`src/rtl/bus_wrr_arbiter_pkg.sv`:
```
// Shared definitions for the weighted round-robin bus arbiter.
//   bus_owner_t       : 2-bit bus owner index encoding (BUS_OWNER_MASTER_0..3)
//   BUS_ARB_W_DEFAULT : default tenure (cycles) for every master
//   ENABLE_/DISABLE_  : active-low asserted/deasserted levels
//   RESET_ENABLE      : asserted level of the synchronous reset
//   owner_grants_n()  : one-hot active-low grant vector for an owner index
package bus_wrr_arbiter_pkg;

    typedef enum logic [1:0] {
        BUS_OWNER_MASTER_0 = 2'd0,
        BUS_OWNER_MASTER_1 = 2'd1,
        BUS_OWNER_MASTER_2 = 2'd2,
        BUS_OWNER_MASTER_3 = 2'd3
    } bus_owner_t;

    localparam int unsigned BUS_ARB_W_DEFAULT = 4;

    localparam logic ENABLE_      = 1'b0;
    localparam logic DISABLE_     = 1'b1;
    localparam logic RESET_ENABLE = 1'b1;

    // Exactly one grant low: the one belonging to the owner.
    function automatic logic [3:0] owner_grants_n(input logic [1:0] owner);
        logic [3:0] g;
        g        = {4{DISABLE_}};
        g[owner] = ENABLE_;
        return g;
    endfunction

endpackage

```
`src/rtl/bus_wrr_arbiter_rr_pick.sv`:
```
// Round-robin successor search (combinational).
//   owner      in  2  current owner index
//   req_vec    in  4  requests, active-high
//   nxt        out 2  first requester after owner in order owner+1..owner+3
//   others_req out 1  any non-owner request asserted
module bus_rr_pick (
    input  logic [1:0] owner,
    input  logic [3:0] req_vec,
    output logic [1:0] nxt,
    output logic       others_req
);

    logic [1:0] cand;

    // Walk the RR order farthest-first so the nearest requester wins last.
    always_comb begin
        nxt        = owner;
        others_req = 1'b0;
        cand       = 2'd0;
        for (int i = 3; i >= 1; i--) begin
            cand = owner + 2'(i);
            if (req_vec[cand]) begin
                nxt        = cand;
                others_req = 1'b1;
            end
        end
    end

endmodule

```
`src/rtl/bus_wrr_arbiter.sv`:
```
// Weighted round-robin arbiter for the 4-master shared bus. Each owner keeps
// the bus for at most its weight in cycles while others wait, then ownership
// rotates to the next requester.
// Optional feature macro: BUS_ARB_LOCK_EN (adds m*_lock_ tenure-lock inputs).
//   clk                 in  1  clock
//   reset               in  1  synchronous, active-high
//   m0_req_..m3_req_    in  1  bus request, active-low
//   m0_grnt_..m3_grnt_  out 1  bus grant, active-low, exactly one low
//   owner               out 2  current owner index
//   preempt             out 1  pulse: ownership moved on quota expiry
//   m0_lock_..m3_lock_  in  1  tenure lock, active-low (BUS_ARB_LOCK_EN only)
module bus_wrr_arbiter
    import bus_wrr_arbiter_pkg::*;
#(
    parameter int unsigned QW = 4,
    parameter int unsigned W0 = BUS_ARB_W_DEFAULT,
    parameter int unsigned W1 = BUS_ARB_W_DEFAULT,
    parameter int unsigned W2 = BUS_ARB_W_DEFAULT,
    parameter int unsigned W3 = BUS_ARB_W_DEFAULT
) (
    input  logic       clk,
    input  logic       reset,
    input  logic       m0_req_,
    input  logic       m1_req_,
    input  logic       m2_req_,
    input  logic       m3_req_,
    output logic       m0_grnt_,
    output logic       m1_grnt_,
    output logic       m2_grnt_,
    output logic       m3_grnt_,
    output logic [1:0] owner,
    output logic       preempt
`ifdef BUS_ARB_LOCK_EN
    ,
    input  logic       m0_lock_,
    input  logic       m1_lock_,
    input  logic       m2_lock_,
    input  logic       m3_lock_
`endif
);

    localparam int unsigned W_MAX = 1 << QW;

    // Weights must be loadable as W-1 into a QW-bit counter.
    if (W0 < 1 || W0 > W_MAX || W1 < 1 || W1 > W_MAX ||
        W2 < 1 || W2 > W_MAX || W3 < 1 || W3 > W_MAX) begin : g_bad_weight
        $error("bus_wrr_arbiter: weights must lie in 1..2**QW");
    end

    logic [1:0]    owner_q, owner_d;
    logic [QW-1:0] cnt_q,   cnt_d;
    logic          preempt_q, preempt_d;

    logic [3:0]    req_vec;
    logic [1:0]    nxt;
    logic          others_req;
    logic          oreq;
    logic          olock;
    logic [QW-1:0] wm1 [4];

    assign req_vec = ~{m3_req_, m2_req_, m1_req_, m0_req_};
    assign oreq    = req_vec[owner_q];

`ifdef BUS_ARB_LOCK_EN
    logic [3:0] lock_vec;
    assign lock_vec = ~{m3_lock_, m2_lock_, m1_lock_, m0_lock_};
    // Lock only counts when the owner is also requesting.
    assign olock    = oreq & lock_vec[owner_q];
`else
    assign olock    = 1'b0;
`endif

    // Reload values: tenure W means W-1 further cycles after the first.
    assign wm1[0] = QW'(W0 - 1);
    assign wm1[1] = QW'(W1 - 1);
    assign wm1[2] = QW'(W2 - 1);
    assign wm1[3] = QW'(W3 - 1);

    bus_rr_pick u_rr_pick (
        .owner      (owner_q),
        .req_vec    (req_vec),
        .nxt        (nxt),
        .others_req (others_req)
    );

    // Tenure accounting and ownership hand-over.
    always_comb begin
        owner_d   = owner_q;
        cnt_d     = cnt_q;
        preempt_d = 1'b0;
        if (oreq) begin
            if (cnt_q != '0) begin
                cnt_d = cnt_q - QW'(1);
            end else if (others_req && !olock) begin
                owner_d   = nxt;
                cnt_d     = wm1[nxt];
                preempt_d = 1'b1;
            end
            // otherwise: quota spent but nobody waiting (or locked) -> hold at 0
        end else if (others_req) begin
            owner_d = nxt;
            cnt_d   = wm1[nxt];
        end else begin
            cnt_d = wm1[owner_q];
        end
    end

    // State registers.
    always_ff @(posedge clk) begin
        if (reset == RESET_ENABLE) begin
            owner_q   <= 2'(BUS_OWNER_MASTER_0);
            cnt_q     <= wm1[0];
            preempt_q <= 1'b0;
        end else begin
            owner_q   <= owner_d;
            cnt_q     <= cnt_d;
            preempt_q <= preempt_d;
        end
    end

    assign owner   = owner_q;
    assign preempt = preempt_q;
    assign {m3_grnt_, m2_grnt_, m1_grnt_, m0_grnt_} = owner_grants_n(owner_q);

endmodule
```
`config.mk`:
```
export PLATFORM = sky130hd
export DESIGN_NAME = bus_wrr_arbiter
export DESIGN_NICKNAME = d
export VERILOG_FILES = /design/src/rtl/bus_wrr_arbiter_pkg.sv /design/src/rtl/bus_wrr_arbiter_rr_pick.sv /design/src/rtl/bus_wrr_arbiter.sv
export SDC_FILE = /design/constraint.sdc
export NUM_CORES = 1
export LEC_CHECK = 0
export CAP_MARGIN = 15
export CORE_AREA = 5 5 42 44
export CTS_BUF_LIST = sky130_fd_sc_hd__clkbuf_8
export DETAILED_ROUTE_END_ITERATION = 6
export DIE_AREA = 0 0 47 49
export GPL_TIMING_DRIVEN = 0
export PLACE_DENSITY = 0.68
export SLEW_MARGIN = 5
export SYNTH_ARGS = -nofsm -noshare
export SYNTH_HDL_FRONTEND = slang
export SYNTH_SLANG_ARGS = --single-unit
export TNS_END_PERCENT = 30
```
`constraint.sdc`:
```
create_clock -name clk -period 2.9 [get_ports clk]
set_clock_uncertainty 0.15 [all_clocks]
set_input_delay 0.58 -clock clk [delete_from_list [all_inputs] [get_ports clk]]
set_output_delay 0.58 -clock clk [all_outputs]
set_load 0.005 [all_outputs]
```
==> flow_summary.ini <==
[outcome]
status = finished clean

[grt]
use_met2_pct = 15.4
groute.layer.met3.usage_pct = 2.21
grt_antenna_before_repair = 0
gr-max-usage-layer = met1
grt_pass1_vias = 461
use_met1_pct = 17.4
grt_pass1_wl_um = 2040
track_usage_pct = 11.8
grt_max_degree = 11
overflow = 0

[min_path]
hold_start = cnt_q[1]$_SDFFE_PP1P_
holdPathEnd = cnt_q[1]$_SDFFE_PP1P_
holdPathStages = 2
hp-class = reg -> reg

[floorplanning]
die_w_um = 47
placementRows = 14
start_util_pct = 42.0
dieArea_um2 = 2300
core_area_um2 = 1400
ios = 13
die_height_um = 49

[cts]
insertion_delay_ns = 0.22
path_clk_slew_ns = 0.04
postCtsHoldBufs = 0
post_cts_buffers = 0
cts_max_level = 1
clockBufferDepth = 2
root_buffer = clkbuf_8
cts.sinks = 7
cts_buffers = 3
ctsResizeCount = 0
cts_tree = yes

[placed_design]
placement.cell_area_um2 = 728
finalWeightedCongestion = 0.798
portBuffers = 12
post-place-ws_ns = 0.332
placed_cells = 94
place_hpwl_um = 880

[detailed_routing]
routed_via_density = 5.19
drc_errors = 0
drt_iter0_markers = 8
routed_wl_um = 1170
antenna_left = 0
num_vias = 509
drtPass1Iterations = 4
routedWlPerCell_um = 11.9

[power_and_ir_drop]
combPwrFrac_pct = 57.3
internal_power_uw = 413
leakagePower_uw = 0.000342
netSwitchingFraction_pct = 34.4
p_seq_share_pct = 21.6
vdd_drop_max_v = 0.000330
p_sw_uw = 216
p_clk_share_pct = 21.1
power.density_nw_per_um2 = 814

[logic_synthesis]
yosysWarnings = 0
async_flop_share_pct = 0
ys_ff_latch = 7
syn_area_um2 = 588
syn_area_per_cell_um2 = 8.91
synth_cells = 66
ys.flop_type = dfxtp_1
synth-seq-area-share_pct = 23.8
mappedNetlistNets = 78
synth_edf_count = 0
synthDistinctLibCells = 28

[finish]
nNetsFinal = 95
fill_cells = 125
drive_above_1_share_pct = 9.76
mostFrequentLayoutCell = clkdlybuf4s50_1
final_cell_mix = clkdlybuf4s50_1, inv_1, dfxtp_1, ha_1
design_area_um2 = 773
final_cells = 98
diodes = 0
syn_to_final_growth_pct = 31.5

[sta]
fin_tns_setup_ns = 0
setup_viol = 0
min_period_ns = 2.35
hold_viol = 0
worst_slew_pin_slew_ns = 0.509
rsz0062_at_grt = false
fmax_mhz = 425
drv_slew = 0
post-route-period-util_pct = 81.1
slew_headroom_pct = 66.0
whs_ns = 0.389
setup_slack_ns = 0.549

[run]
max_cap_violations = 0

[worst_setup_path]
reg2regPathDepth = 7
crit_arrival_ns = 2.36
reg2reg_to = owner[0]$_SDFFE_PP0P_
endpoint_kind = flip-flop
critPathLaunchType = input port
crit_required_ns = 2.91
cp_cell_sequence = clkdlybuf4s50_1 -> mux4_2 -> nor2b_4 -> or4_1 -> a21oi_1
critPathMaxStageDelay_ns = 0.51
crit_slowest_cell = clkdlybuf4s50_1
critPathMaxFanout = 7
r2r_setup_slack_ns = 0.61
path_class = in -> reg
r2r_start = owner[1]$_SDFFE_PP0P_
[stage by stage]
stage                     utilization, %  power (uW)
final                               55.2         629
after global routing                55.2         689
after CTS                           55.2         636
after detailed placement            52.0         498
after global placement              52.0         489
after floorplan                        -         375
[Yosys cell counts (all sizes together), types with 2 or more instances]
cell    n  area [um2]
nor3    5        25.0
nand2   4        15.0
nor2    5        18.8
inv     9        33.8
xnor2   2        17.5
a21oi   4        20.0
and3    2        12.5
nand2b  2        12.5
ha      6        75.1
mux4    3        75.1
buf     2        16.3
dfxtp   7         140
mux2i   2        20.0
[layer usage]
layer / up-vias / share of wire [%]
met2: 12 / 46
met5: - / 0
li1: 265 / -
met4: 0 / 0.69
met3: 2 / 3.9
met1: 230 / 49
[logic make-up (layout without fill, tap and decap cells)]
group / count (synthesis) / after routing / synth area share (%)
adders and majority gates: 6 / 6 / 12.8
and+or+nand+nor: 24 / 24 / 22.6
muxes: 6 / 6 / 18.1
buffers and inverters: 12 / 28 / 9.15
xor gates and xnor gates: 2 / 2 / 2.98
AOI/OAI and AO/OA: 9 / 9 / 10.6
DFF: 7 / 7 / 23.8
[power by group through the flow]
stage               registers, uW  logic [uW]  clock network (uW)
finish                        136         361                 133
global route                  140         401                 147
CTS                           136         362                 137
detailed placement            138         360                   0
global placement              138         352                   0
floorplan                     136         238                   0
[state kept, by name (all words and copies together), names as in the netlist]
register and count:
cnt_q 4, owner 2, preempt 1
[cell type report]
type	instances	area (um2)	share of cell area, %
timing repair buffer	12	120	15.5
tap	16	20.0	2.59
buffer	3	20.0	2.59
sequential	7	140	18.1
multi-input combinational	47	394	51.0
clock buffer	3	41.3	5.34
inverter	9	33.8	4.37
clock inverter	1	3.75	0.485
[critical path, delay by kind of cell]
family	cells	cell delay (ns)
multiplexers	1	0.50
buffers and inverters	1	0.51
AND/OR/NAND/NOR	2	0.63
AO/OA/AOI/OAI	1	0.14
[how the worst max path moves through the flow]
stage	startpoint	endpoint	slack, ns
3_5_place_dp	m2_req_	owner[0]$_SDFFE_PP0P_	0.33
3_3_place_gp	m1_req_	owner[0]$_SDFFE_PP0P_	0.33
6_report	m2_req_	owner[0]$_SDFFE_PP0P_	0.55
4_1_cts	owner[1]$_SDFFE_PP0P_	m1_grnt_	0.55
2_1_floorplan	owner[1]$_SDFFE_PP0P_	owner[0]$_SDFFE_PP0P_	0.75
5_1_grt	owner[1]$_SDFFE_PP0P_	m1_grnt_	0.44
(Power assumes the default switching activity.)
